--- config.mk ---
export PLATFORM = sky130hd
export DESIGN_NAME = program_loader
export DESIGN_NICKNAME = d
export VERILOG_FILES = /design/src/rtl/loader_pkg.sv /design/src/rtl/loader_buffer.sv /design/src/rtl/program_loader.sv
export SDC_FILE = /design/constraint.sdc
export NUM_CORES = 1
export LEC_CHECK = 0
export CAP_MARGIN = 15
export CORE_ASPECT_RATIO = 1.4
export CORE_MARGIN = 8
export CORE_UTILIZATION = 35
export DETAILED_ROUTE_END_ITERATION = 16
export GPL_TIMING_DRIVEN = 0
export PLACE_DENSITY = 0.54
export SLEW_MARGIN = 30
export SYNTH_ARGS = -nofsm -noshare
export SYNTH_HDL_FRONTEND = slang
export SYNTH_HIERARCHICAL = 1
export SYNTH_SLANG_ARGS = --single-unit
--- constraint.sdc ---
create_clock -name clk -period 5.01 [get_ports clk]
set_clock_uncertainty 0.15 [all_clocks]
set_input_delay 1.002 -clock clk [delete_from_list [all_inputs] [get_ports clk]]
set_output_delay 1.002 -clock clk [all_outputs]
set_load 0.005 [all_outputs]
--- src/rtl/loader_pkg.sv ---
// Shared types and constants for the program loader.
package loader_pkg;

  // Loader sequencing states.
  typedef enum logic [2:0] {
    COLLECT,
    CPU_RST,
    BURST,
    RELEASE,
    RUN
  } loaderState_e;

  localparam int BYTES_PER_WORD = 4;

endpackage

--- src/rtl/loader_buffer.sv ---
// Word buffer: one write port, one read port, registered read data.
// The read register has a synchronous clear so the downstream bus idles at zero.
module loader_buffer #(
  parameter int DEPTH = 32,
  parameter int AW    = $clog2(DEPTH)
) (
  input  logic          clk,
  input  logic          wrEn,
  input  logic [AW-1:0] wrAddr,
  input  logic [31:0]   wrData,
  input  logic          rdEn,
  input  logic          rdClr,
  input  logic [AW-1:0] rdAddr,
  output logic [31:0]   rdData
);

  logic [31:0] mem [DEPTH];

  // Storage write; contents are not reset.
  always_ff @(posedge clk) begin
    if (wrEn) begin
      mem[wrAddr] <= wrData;
    end
  end

  // Registered read with clear taking priority.
  always_ff @(posedge clk) begin
    if (rdClr) begin
      rdData <= '0;
    end else if (rdEn) begin
      rdData <= mem[rdAddr];
    end
  end

endmodule

--- src/rtl/program_loader.sv ---
// Program loader: packs a byte stream into words, then on go holds the CPU
// in reset, bursts every word on back-to-back cycles and releases the CPU.
module program_loader
  import loader_pkg::*;
#(
  parameter int DEPTH      = 32,
  parameter int CNT_W      = $clog2(DEPTH) + 1,
  parameter int RST_CYCLES = 2
) (
  input  logic             clk,
  input  logic             Reset,
  input  logic [7:0]       byte_in,
  input  logic             byte_valid,
  output logic             byte_ready,
  input  logic             go,
  output logic             cpu_reset,
  output logic             cpu_load,
  output logic [31:0]      cpu_instruction,
  output logic [CNT_W-1:0] word_count,
  output logic             busy,
  output logic             done
);

  localparam int AW    = $clog2(DEPTH);
  localparam int IDX_W = $clog2(BYTES_PER_WORD);
  localparam int RC_W  = $clog2(RST_CYCLES + 1);
  localparam logic [CNT_W-1:0] DEPTH_C  = CNT_W'(DEPTH);
  localparam logic [RC_W-1:0]  RST_LAST = RC_W'(RST_CYCLES - 1);
  localparam logic [IDX_W-1:0] IDX_LAST = IDX_W'(BYTES_PER_WORD - 1);

  loaderState_e     stateReg, stateNext;
  logic [CNT_W-1:0] wordCountReg, wordCountNext;
  logic [IDX_W-1:0] byteIdxReg, byteIdxNext;
  logic [23:0]      packReg, packNext;
  logic [RC_W-1:0]  rstCntReg, rstCntNext;
  logic [CNT_W-1:0] rdAddrReg, rdAddrNext;
  logic             byteReadyReg, cpuResetReg, cpuLoadReg, busyReg, doneReg;

  logic        accept;
  logic        goNow;
  logic        wrEn;
  logic [31:0] slotWord;
  logic [31:0] mergedWord;

  assign accept     = (stateReg == COLLECT) && byte_valid && byteReadyReg;
  assign goNow      = (stateReg == COLLECT) && go;
  // Incoming byte placed in its big-endian slot, merged over the pending bytes;
  // unfilled low bytes stay zero, which gives the padding for a partial word.
  assign slotWord   = {24'd0, byte_in} << {IDX_LAST - byteIdxReg, 3'b000};
  assign mergedWord = {packReg, 8'h00} | (accept ? slotWord : 32'd0);

  // Next-state, packing and counter logic.
  always_comb begin
    stateNext     = stateReg;
    wordCountNext = wordCountReg;
    byteIdxNext   = byteIdxReg;
    packNext      = packReg;
    rstCntNext    = '0;
    wrEn          = 1'b0;
    case (stateReg)
      COLLECT: begin
        if (accept && (byteIdxReg == IDX_LAST || goNow)) begin
          wrEn = 1'b1;
        end else if (goNow && byteIdxReg != '0 && wordCountReg < DEPTH_C) begin
          wrEn = 1'b1;
        end
        if (wrEn) begin
          wordCountNext = wordCountReg + CNT_W'(1);
          byteIdxNext   = '0;
          packNext      = '0;
        end else if (accept) begin
          byteIdxNext = byteIdxReg + IDX_W'(1);
          packNext    = mergedWord[31:8];
        end
        if (goNow) begin
          // Anything still pending here could not be stored; discard it.
          byteIdxNext = '0;
          packNext    = '0;
          stateNext   = CPU_RST;
        end
      end
      CPU_RST: begin
        rstCntNext = rstCntReg + RC_W'(1);
        if (rstCntReg == RST_LAST) begin
          rstCntNext = '0;
          stateNext  = (wordCountReg == '0) ? RELEASE : BURST;
        end
      end
      BURST: begin
        // rdAddrReg is one ahead of the word being presented.
        if (rdAddrReg == wordCountReg) begin
          stateNext = RELEASE;
        end
      end
      RELEASE: stateNext = RUN;
      RUN:     stateNext = RUN;
      default: stateNext = COLLECT;
    endcase
    // Read address is issued on the edge that enters each burst cycle.
    rdAddrNext = (stateNext == BURST) ? rdAddrReg + CNT_W'(1) : '0;
  end

  // State, counters and registered outputs derived from the next state.
  always_ff @(posedge clk) begin
    if (Reset) begin
      stateReg     <= COLLECT;
      wordCountReg <= '0;
      byteIdxReg   <= '0;
      packReg      <= '0;
      rstCntReg    <= '0;
      rdAddrReg    <= '0;
      byteReadyReg <= 1'b1;
      cpuResetReg  <= 1'b1;
      cpuLoadReg   <= 1'b0;
      busyReg      <= 1'b0;
      doneReg      <= 1'b0;
    end else begin
      stateReg     <= stateNext;
      wordCountReg <= wordCountNext;
      byteIdxReg   <= byteIdxNext;
      packReg      <= packNext;
      rstCntReg    <= rstCntNext;
      rdAddrReg    <= rdAddrNext;
      byteReadyReg <= (stateNext == COLLECT) && (wordCountNext < DEPTH_C);
      cpuResetReg  <= (stateNext == COLLECT) || (stateNext == CPU_RST) ||
                      (stateNext == RELEASE);
      cpuLoadReg   <= (stateNext == BURST);
      busyReg      <= (stateNext == CPU_RST) || (stateNext == BURST) ||
                      (stateNext == RELEASE);
      doneReg      <= (stateNext == RUN);
    end
  end

  loader_buffer #(
    .DEPTH (DEPTH),
    .AW    (AW)
  ) uBuffer (
    .clk    (clk),
    .wrEn   (wrEn),
    .wrAddr (wordCountReg[AW-1:0]),
    .wrData (mergedWord),
    .rdEn   (stateNext == BURST),
    .rdClr  (Reset || (stateNext != BURST)),
    .rdAddr (rdAddrReg[AW-1:0]),
    .rdData (cpu_instruction)
  );

  assign byte_ready = byteReadyReg;
  assign cpu_reset  = cpuResetReg;
  assign cpu_load   = cpuLoadReg;
  assign word_count = wordCountReg;
  assign busy       = busyReg;
  assign done       = doneReg;

endmodule

### After elaboration in Yosys (flattened, before gate mapping)

Memory sizes are Yosys's and may differ from the RTL's. A register that Yosys moved wholly into a read port is not among the register bits.
Index checks and enable logic that the tools add are counted.

* add/subtract/negate cells: 5
* order comparisons: 2
* equal/unequal tests: 12
* shift operators: 1
* reduce and logical (&&, ||, !) cells: 22
* bitwise operators: 3
* mux-type cells: 20

Operators by type and width (number)
* 24-bit two-way mux: 3
* 32-bit two-way mux: 1
* 32-bit OR: 1
* 8-bit by 5-bit left shift with 32-bit output: 1
* 6-bit by 1-bit adder with 6-bit output (second input constant): 2
* 3-bit by 2-bit equality test with 1-bit output (second input constant): 4
* 6-bit < comparator (second input constant): 2
* 6-bit two-way mux: 2
* 3-bit one-hot mux with 4 select lines: 1
* 3-bit two-way mux: 3
* 1-bit logical AND: 7
* 1-bit two-way mux: 7
* 3-bit by 1-bit equality test with 1-bit output (second input constant): 2
* 3-bit equality test (second input constant): 2
* 6-bit equality test: 1
* 3-bit zero test: 2
* 6-bit zero test: 1
* 1-bit logical OR: 6
* 2-bit two-way mux: 3
* 2-bit by 1-bit adder with 2-bit output (second input constant): 2
* 2-bit OR reduction: 2
* 3-bit by 2-bit inequality test with 1-bit output (second input constant): 1
* 3-bit nonzero test: 1
* 3-bit OR reduction: 1
* 6 further kinds: 7

* word-level logic and storage cells: 77
* output and inout bits: 43
* memories: 1
* register bits after elaboration: 48
* memory bits (writable): 1024

Memory list
* uBuffer.mem: words 32, bits a word 32, rd ports 1, clocked after memory_dff 1, wr ports 1, line loader_buffer.sv:17 `logic [31:0] mem [DEPTH];`

### Longest topological paths before layout

Gate-level depths: netlist (run 1).

* depth after elaboration: 11
* gate-level depth with buffers: 10

### Modules after synthesis

Netlist (run 1), hierarchy kept.

By module, submodules not included
* loader_buffer: seq. area each 31390.1 um2, cells each 2238, times used 1, area each 40740.3 um2
* program_loader: seq. area each 960.9 um2, cells each 249, times used 1, area each 2257.2 um2

### Least setup slack after synthesis (run 1)

OpenSTA, ideal clock, no wires.

* path type: register -> register
* start point: reg byteIdxReg[0]
* end point: mem uBuffer.mem[28][0] (enable)
* data arrival time: 3463 ps
* data required time: 4439 ps
* library setup time: 421 ps
* stages on the path, launching flop included: 9
* setup slack: 975 ps
* period minus slack after synthesis: 4035 ps
* path through: dfxtp_1 > clkbuf_1 > inv_1 > ha_1 > a2bb2oi_1 > nor3_4 > or3b_2 > clkbuf_1 > nor2_1

* word-level cells in the longest chain between the ends: 9
* elaborated cells on any way between the ends: 12
* those cells by class: eq/ne (1); mux (6); reduce/logical (5)

Ends and longest elaborated chain
* from (decl): line program_loader.sv:33 `logic [IDX_W-1:0] byteIdxReg, byteIdxNext;`
* from (signal assigned): line program_loader.sv:120 `byteIdxReg <= byteIdxNext;`
* 2-bit nonzero test: line program_loader.sv:64 `end else if (goNow && byteIdxReg != '0 && wordCountReg < DEPTH_C) begin`
* 1-bit logical AND (2 in a row): line program_loader.sv:64
* 1-bit two-way mux: line program_loader.sv:64
* 1-bit two-way mux (*): line program_loader.sv:62 `if (accept && (byteIdxReg == IDX_LAST || goNow)) begin`
* 1-bit two-way mux (*) (2 in a row): line program_loader.sv:60 `case (stateReg)`
* via wrEn: line program_loader.sv:41 `logic wrEn;`
* 1-bit two-way mux (*): line loader_buffer.sv:21 `if (wrEn) begin`
* 1-bit two-way mux (not written as such) (*): line loader_buffer.sv:22 `mem[wrAddr] <= wrData;`
* to (decl): line loader_buffer.sv:17

The timed path passes the listed nets; every way through them passes the cells marked *. The select of a mux whose other input is x is not followed.

### Final worst setup path (run 1)

* start point: reg byteIdxReg[0]
* end point: mem uBuffer.mem[7][17] (enable)

The elaborated chain is that of the path after synthesis.

==> impl_metrics.py, run 1 <==
metrics = {
    "global_route": {
        "grt_max_degree": 33,
        "grt_antenna_before_repair": 0,
        "grt_pass1_vias": 25080,
        "grt_pass1_wl_mm": 187.1,
        "track_usage_pct": 19.44,
        "overflow": 0,
    },
    "floorplan": {
        "chipHeight_microns": 430.7,
        "io_pins": 55,
        "die_area_sq_um": 134500,
        "fp.coreArea_sq_um": 122300,
        "die_w_microns": 312.2,
        "num_rows": 152,
        "start_util_pct": 35.16,
    },
    "sta": {
        "fin_crit_ns": 4.281,
        "tightest_slew_ns": 1.058,
        "hold_violations": 0,
        "worst_hold_slack_ns": 0.2705,
        "slew_viol_final": 0,
        "setup_tns_ns": 0,
        "fin_crit_sh_pct": 85.45,
        "setup_ws_ns": 0.7287,
        "rsz0062_at_grt": "no",
        "maxSlewHeadroom_pct": 29.49,
        "maxClockFrequency_mhz": 233.6,
        "setup_viol": 0,
    },
    "status": {
        "status": "finished, final reports clean",
    },
    "finish": {
        "area_delta_synth_final_pct": 19.24,
        "layout.core_utilization_pct": 41.93,
        "design_area_sq_um": 51270,
        "nFillCells": 10750,
        "fin_nets": 2731,
        "multiInputGateArea_sq_um": 10020,
        "final_cells": 4415,
        "antennaDiodeCount": 0,
        "area.sequential_sq_um": 32350,
        "drive_gt1_share_pct": 13.44,
    },
    "critical_path": {
        "critPathTopFamily": "simple AND/OR/NAND/NOR gates",
        "cp-end-kind": "flop",
        "crit_fanout": 13,
        "cp_data_arrival_time_ns": 4.51,
        "max_stage_delay_ns": 0.75,
        "crit_type": "flop to flop",
        "path_buf_inv": 4,
        "cp-start-kind": "flop",
        "path_cells": "clkbuf_1 -> inv_1 -> ha_1 -> a2bb2oi_1 -> nor3_4 -> nand3_1 -> nor2_4 -> buf_16 -> buf_12",
        "critPathSlowestCell": "nor2_4",
        "crit_required_ns": 5.24,
    },
    "synthesis": {
        "ys_async_sr_fraction_pct": 0,
        "syn_area_sq_um": 43000,
        "synth_compound_area_share_pct": 7.528,
        "ys_ff_latch": 1104,
        "synthDistinctLibCells": 48,
        "synth-edff-count": 1024,
        "ys_seq_area_share_pct": 75.24,
        "syn_nets": 2505,
        "yosysWarnings": 6,
        "yosys.area_share.simple_pct": 2.730,
        "synthCells": 2487,
        "syn_area_per_cell_sq_um": 17.29,
        "synth-xor-area-share_pct": 0.2648,
        "synth_top_family_by_area": "multiplexers",
        "muxShareOfSynthArea_pct": 11.97,
        "synthAdderAreaFrac_pct": 0.1746,
        "synth-main-ff-cell": "edfxtp_1",
    },
    "power_and_ir_drop": {
        "powerDensity_nw_per_um2": 362.1,
        "p_total_mw": 18.56,
        "switching_power_mw": 3.656,
        "p_int_mw": 14.91,
        "swShare_pct": 19.69,
        "cellLeakagePower_nw": 15.35,
        "ir_worst_vdd_mv": 0.2670,
        "pwr-share-comb_pct": 1.9,
        "pwr-share-clk_pct": 44.2,
        "seq_power_share_pct": 53.9,
    },
    "clock_tree": {
        "worst_skew_pair.late_latency_ns": 0.71,
        "cts.sink_count": 1104,
        "cts_setup_buffers": 0,
        "clkSlewWorstSetupHoldPaths_ns": 0.07,
        "clockRootBuffer": "clkbuf_16",
        "cts_hold_buffers": 0,
        "cts_resized": 0,
        "htreeDepth": 3,
        "cts_made_buffers": 98,
        "cts_tree": "done",
        "clockBufferDepth": 3,
    },
    "placed_design": {
        "dpl_cell_area_sq_um": 47750,
        "preCtsSetupSlack_ns": 0.4369,
        "dpl.hpwl_mm": 92.97,
        "port_buffers": 53,
        "gp_congestion": 0.8177,
        "place_inst": 4230,
    },
    "run": {
        "max_cap_violations": 0,
    },
    "drt": {
        "drc_errors": 0,
        "drt-wirelength-per-cell_microns": 30.57,
        "ant_nets": 0,
        "first_pass_iters": 6,
        "viasPerCell": 5.547,
        "vias": 24490,
        "first_iter_violations": 2428,
        "wirelength_mm": 135.0,
    },
    "worst_hold_path": {
        "hold_path.class": "flop to flop",
    },
}
[worst register-to-register path: stages (launching register included)]
cell and delay, ns:
dfxtp_1 0.52, clkbuf_1 0.46, inv_1 0.10, ha_1 0.23, a2bb2oi_1 0.18, nor3_4 0.38
nand3_1 0.70, nor2_4 0.76, buf_16 0.26, buf_12 0.20
[state kept, by name (all words and copies together) (netlist names)]
| register | flops |
|---|---|
| packReg | 24 |
| cpu_load | 1 |
| rdAddrReg | 6 |
| rstCntReg | 2 |
| uBuffer/rdData | 32 |
| word_count | 6 |
| busy | 1 |
| stateReg | 3 |
| uBuffer/mem | 1024 |
| byte_ready | 1 |
| byteIdxReg | 2 |
| done | 1 |
| cpu_reset | 1 |
[cell usage after synthesis, types with 2 or more instances]
library cell	n	area (sq um)
edfxtp_1	1024	30750
mux2i_1	513	5135
a22oi_1	256	1922
a21oi_1	161	805.8
nor2_1	104	390.4
dfxtp_1	80	1602
clkbuf_1	74	277.8
or4_1	33	247.7
a211oi_1	32	240.2
buf_4	27	202.7
a21o_1	24	180.2
buf_6	24	270.3
and3_1	10	62.56
buf_1	10	37.54
nand2_1	9	33.78
inv_1	8	30.03
xnor2_1	8	70.07
nand3_1	7	35.03
nor3_1	7	35.03
buf_2	6	30.03
ha_1	6	75.07
nand3b_1	6	45.04
nor4_4	5	106.4
xor2_1	5	43.79
o21ai_0	4	20.02
or3b_2	4	35.03
clkbuf_4	3	22.52
nand2b_1	3	18.77
nand4_1	3	18.77
nor2b_1	3	18.77
nor4_1	3	18.77
or3_1	3	18.77
a31o_1	2	17.52
a31oi_1	2	12.51
and2_1	2	12.51
buf_8	2	30.03
nor3_2	2	20.02
or2_2	2	12.51
[cells in the final DEF (no fill, tap or decap), types with 5 or more instances in the layout]
| cell type | n |
|---|---|
| nor3_1 | 7 |
| nor2_4 | 32 |
| nand2_1 | 9 |
| clkbuf_1 | 82 |
| buf_2 | 9 |
| and3_2 | 8 |
| xnor2_1 | 8 |
| a21o_1 | 8 |
| buf_4 | 27 |
| nand3_1 | 7 |
| nand3b_1 | 6 |
| clkinv_2 | 18 |
| a22oi_1 | 256 |
| mux2i_1 | 513 |
| edfxtp_1 | 1024 |
| dfxtp_1 | 80 |
| clkinv_1 | 11 |
| buf_8 | 5 |
| clkbuf_2 | 9 |
| or4_1 | 33 |
| inv_1 | 8 |
| a21o_2 | 17 |
| bufinv_16 | 20 |
| inv_6 | 5 |
| clkdlybuf4s50_1 | 53 |
| a21oi_1 | 161 |
| xor2_1 | 5 |
| nor4_4 | 5 |
| clkbuf_8 | 8 |
| buf_6 | 25 |
| nor2_1 | 72 |
| buf_1 | 7 |
| clkbuf_16 | 99 |
| ha_1 | 6 |
| a211oi_1 | 32 |
| buf_16 | 66 |
[power by group through the flow]
| stage | combinational (mW) | clock, mW | sequential (mW) |
|---|---|---|---|
| 2_1_floorplan | 0.198 | 0 | 10.2 |
| 3_3_place_gp | 0.325 | 0 | 10.2 |
| 3_5_place_dp | 0.348 | 0 | 10.2 |
| 4_1_cts | 0.349 | 8.32 | 10.0 |
| 5_1_grt | 0.368 | 8.63 | 10.0 |
| 6_report | 0.349 | 8.21 | 10.0 |
[layer usage]
| layer | up-vias | global-route usage [%] | part of all wire, % |
|---|---|---|---|
| met1 | 12870 | 22.70 | 37 |
| met3 | 275 | 3.047 | 5.8 |
| met5 | - | 0 | 0 |
| li1 | 10380 | - | - |
| met4 | 0 | 9.335 | 5.1 |
| met2 | 961 | 34.71 | 52 |
[area by class of cell]
cell class              count  share of cell area, %
clock inverters            61                  1.655
well taps                1617                  3.946
plain buffers             146                  1.728
repair buffers            126                  4.805
inverters                   8                0.05857
multi-input cells        1229                  19.54
clock buffers             124                  5.171
flip-flops and latches   1104                  63.10
[final timing paths]
kind / from / end / slack, ns / cells after the start
min reg2reg: rstCntReg[0] / rstCntReg[0] / 0.27 / 1
max: byteIdxReg[0] / uBuffer/mem[7][17] / 0.73 / 9
max reg2reg: byteIdxReg[0] / uBuffer/mem[7][17] / 0.73 / 9
min: rstCntReg[0] / rstCntReg[0] / 0.27 / 1
[kinds of logic after synthesis]
| logic type | count (synthesis) |
|---|---|
| flops | 1104 |
| fa+ha+maj | 6 |
| mux | 514 |
| buf+inv | 154 |
| simple gates | 210 |
| xor+xnor | 13 |
| compound gates | 486 |
Power figures use the tool's default switching activity.
==> run 2, diff against run 1 <==
--- a/config.mk
+++ b/config.mk
@@ -9,9 +9,12 @@
 export CORE_ASPECT_RATIO = 1.4
 export CORE_MARGIN = 8
 export CORE_UTILIZATION = 35
+export CTS_CLUSTER_SIZE = 30
 export DETAILED_ROUTE_END_ITERATION = 16
+export DONT_BUFFER_PORTS = 1
+export GPL_ROUTABILITY_DRIVEN = 0
 export GPL_TIMING_DRIVEN = 0
-export PLACE_DENSITY = 0.54
+export PLACE_DENSITY = 0.53
 export SLEW_MARGIN = 30
 export SYNTH_ARGS = -nofsm -noshare
 export SYNTH_HDL_FRONTEND = slang
==> run 2 against run 1 <==
Cell area fell by 1.5%; hold slack improved by 0.0020 ns; flip-flop and latch count did not move; non-clock buffer count fell by 55; clock-buffer cell count rose by 24; largest cell class unchanged; final cell count fell by 1.2%; first-iteration DRC count fell by 5.4%; critical path depth did not move.
==> impl_metrics.py, run 2 (same netlist as run 1, synthesis figures left out) <==
metrics = {
    "critical_path": {
        "worst-path-stages": 9,
        "crit_end": "uBuffer/mem[25][22]",
        "path_cells": "clkbuf_1 -> inv_1 -> ha_1 -> a2bb2oi_1 -> nor3_4 -> nand3b_1 -> nor2_4 -> buf_16 -> buf_16",
        "max_stage_delay_ns": 0.82,
        "cp_data_arrival_time_ns": 4.43,
        "reg2reg_depth": 9,
        "crit_fanout": 13,
        "r2r-end": "uBuffer/mem[25][22]",
        "crit_type": "flop to flop",
        "cp-start-kind": "flop",
        "crit_required_ns": 5.24,
        "critPathLaunch": "byteIdxReg[0]",
        "cp-end-kind": "flop",
        "reg2reg_slack_ns": 0.81,
        "r2r-start": "byteIdxReg[0]",
        "path_buf_inv": 4,
        "critPathTopFamily": "simple AND/OR/NAND/NOR gates",
        "crit_top_cell": "buf_16",
        "critPathSlowestCell": "nor2_4",
    },
    "sta": {
        "maxSlewHeadroom_pct": 29.47,
        "fin_crit_ns": 4.198,
        "slew_viol_final": 0,
        "setup_viol": 0,
        "rsz0062_at_grt": "no",
        "fin_crit_sh_pct": 83.79,
        "hold_violations": 0,
        "setup_ws_ns": 0.8119,
        "maxClockFrequency_mhz": 238.2,
        "tightest_slew_ns": 1.058,
    },
    "global_route": {
        "grt_pass1_vias": 24510,
        "grt_max_degree": 33,
        "track_usage_pct": 19.35,
        "overflow": 0,
        "grt_antenna_before_repair": 1,
        "grt_pass1_wl_mm": 185.1,
    },
    "finish": {
        "drive_gt1_share_pct": 13.72,
        "fin_nets": 2676,
        "final_cell_mix": "edfxtp_1, mux2i_1, a22oi_1, a21oi_1, clkbuf_16",
        "largest-register": "uBuffer/mem",
        "area_delta_synth_final_pct": 17.44,
        "largest_registers": "uBuffer/mem x1024, uBuffer/rdData x32, packReg x24",
        "layout_commonest_cell": "edfxtp_1",
        "layout.core_utilization_pct": 41.29,
        "nFillCells": 10830,
        "largest_reg_flops": 1024,
    },
    "floorplan": {
        "die_w_microns": 312.2,
        "num_rows": 152,
        "io_pins": 55,
        "fp.coreArea_sq_um": 122300,
        "start_util_pct": 35.16,
        "chipHeight_microns": 430.7,
        "die_area_sq_um": 134500,
    },
    "clock_tree": {
        "cts_setup_buffers": 0,
        "cts_resized": 0,
        "clkSlewWorstSetupHoldPaths_ns": 0.06,
        "cts.sink_count": 1104,
        "worst_skew_pair.late_latency_ns": 0.68,
        "cts_made_buffers": 98,
        "clockBufferDepth": 3,
        "cts_tree": "done",
        "htreeDepth": 3,
        "cts_hold_buffers": 0,
        "clockRootBuffer": "clkbuf_16",
    },
    "drt": {
        "drc_errors": 0,
        "first_iter_violations": 2296,
        "drt-wirelength-per-cell_microns": 30.71,
        "viasPerCell": 5.550,
        "ant_nets": 0,
        "wirelength_mm": 133.9,
        "first_pass_iters": 6,
        "vias": 24200,
    },
    "placed_design": {
        "dpl.hpwl_mm": 93.07,
        "port_buffers": 0,
        "preCtsSetupSlack_ns": 0.8293,
    },
    "power_and_ir_drop": {
        "powerDensity_nw_per_um2": 359.0,
        "ir_worst_vdd_mv": 0.2585,
        "cellLeakagePower_nw": 15.04,
    },
    "worst_hold_path": {
        "hold_path.class": "flop to flop",
    },
    "status": {
        "status": "finished, final reports clean",
    },
    "run": {
        "max_cap_violations": 0,
    },
}
==> run 2: changes by cell type in the layout (fill, tap and decap cells not counted), sizes merged <==
cell | previous run | this run
clkinvlp | 3 | 2
buf | 142 | 140
bufinv | 20 | 10
clkdlybuf4s50 | 53 | 0
diode | 0 | 3
clkinv | 33 | 19
inv | 13 | 11
clkbuf | 201 | 225
==> run 2: worst min-delay path by stage <==
stage,slack (ns),startpoint,end,depth (start not counted)
final,0.27,rstCntReg[0],rstCntReg[0],1
after CTS,0.27,byte_in[6],packReg[6],2
after global placement,0.26,rstCntReg[0],rstCntReg[0],1
after floorplan,0.25,rstCntReg[0],rstCntReg[0],1
after global routing,0.28,byte_in[3],packReg[19],2
after detailed placement,0.27,rstCntReg[0],rstCntReg[0],1
==> run 2: cell type report <==
cell class	instances	area, sq um	area share, %
sequential	1104	32350	64.06
multi-input combinational	1229	10020	19.85
clock buffer	148	2877	5.696
tap	1617	2023	4.007
timing repair buffer	71	1847	3.657
buffer	146	892.1	1.767
clock inverter	34	447.9	0.8870
inverter	8	30.03	0.05947
antenna	3	7.507	0.01487
==> run 2: layer usage <==
layer / wire length [microns] / GRT usage [%]
met1: 49790 / 22.36
met2: 70210 / 35.32
met3: 8137 / 3.334
met5: 0 / 0
met4: 5765 / 7.737
==> run 2: metrics by stage <==
step / instance area [sq um] / power, mW / TNS (ns) / std cells / hold slack (ns)
global placement: 45020 / 10.51 / -1294.71 / 4104 / 0.2586
detailed placement: 47150 / 10.53 / 0 / 4175 / 0.2693
global route: 50490 / 18.61 / 0 / 4358 / 0.2817
floorplan: 43000 / 10.40 / 0 / 2487 / 0.2485
finish: 50500 / 18.13 / 0 / 4360 / 0.2725
CTS: 50470 / 18.26 / 0 / 4357 / 0.2690
==> run 2: report_power, final <==
| group | internal, mW | total, mW | switching, mW | leakage [nW] |
|---|---|---|---|---|
| sequential | 10.0 | 10.0 | 0.0136 | 9.97 |
| clock | 4.49 | 7.80 | 3.31 | 1.63 |
| combinational | 0.102 | 0.319 | 0.217 | 3.44 |
| total | 14.6 | 18.1 | 3.54 | 15.0 |
==> run 2: worst register-to-register path, cell delays in order, from the launching register on <==
cell	delay (ns)
dfxtp_1	0.51
clkbuf_1	0.30
inv_1	0.08
ha_1	0.22
a2bb2oi_1	0.18
nor3_4	0.44
nand3b_1	0.72
nor2_4	0.83
buf_16	0.25
buf_16	0.19
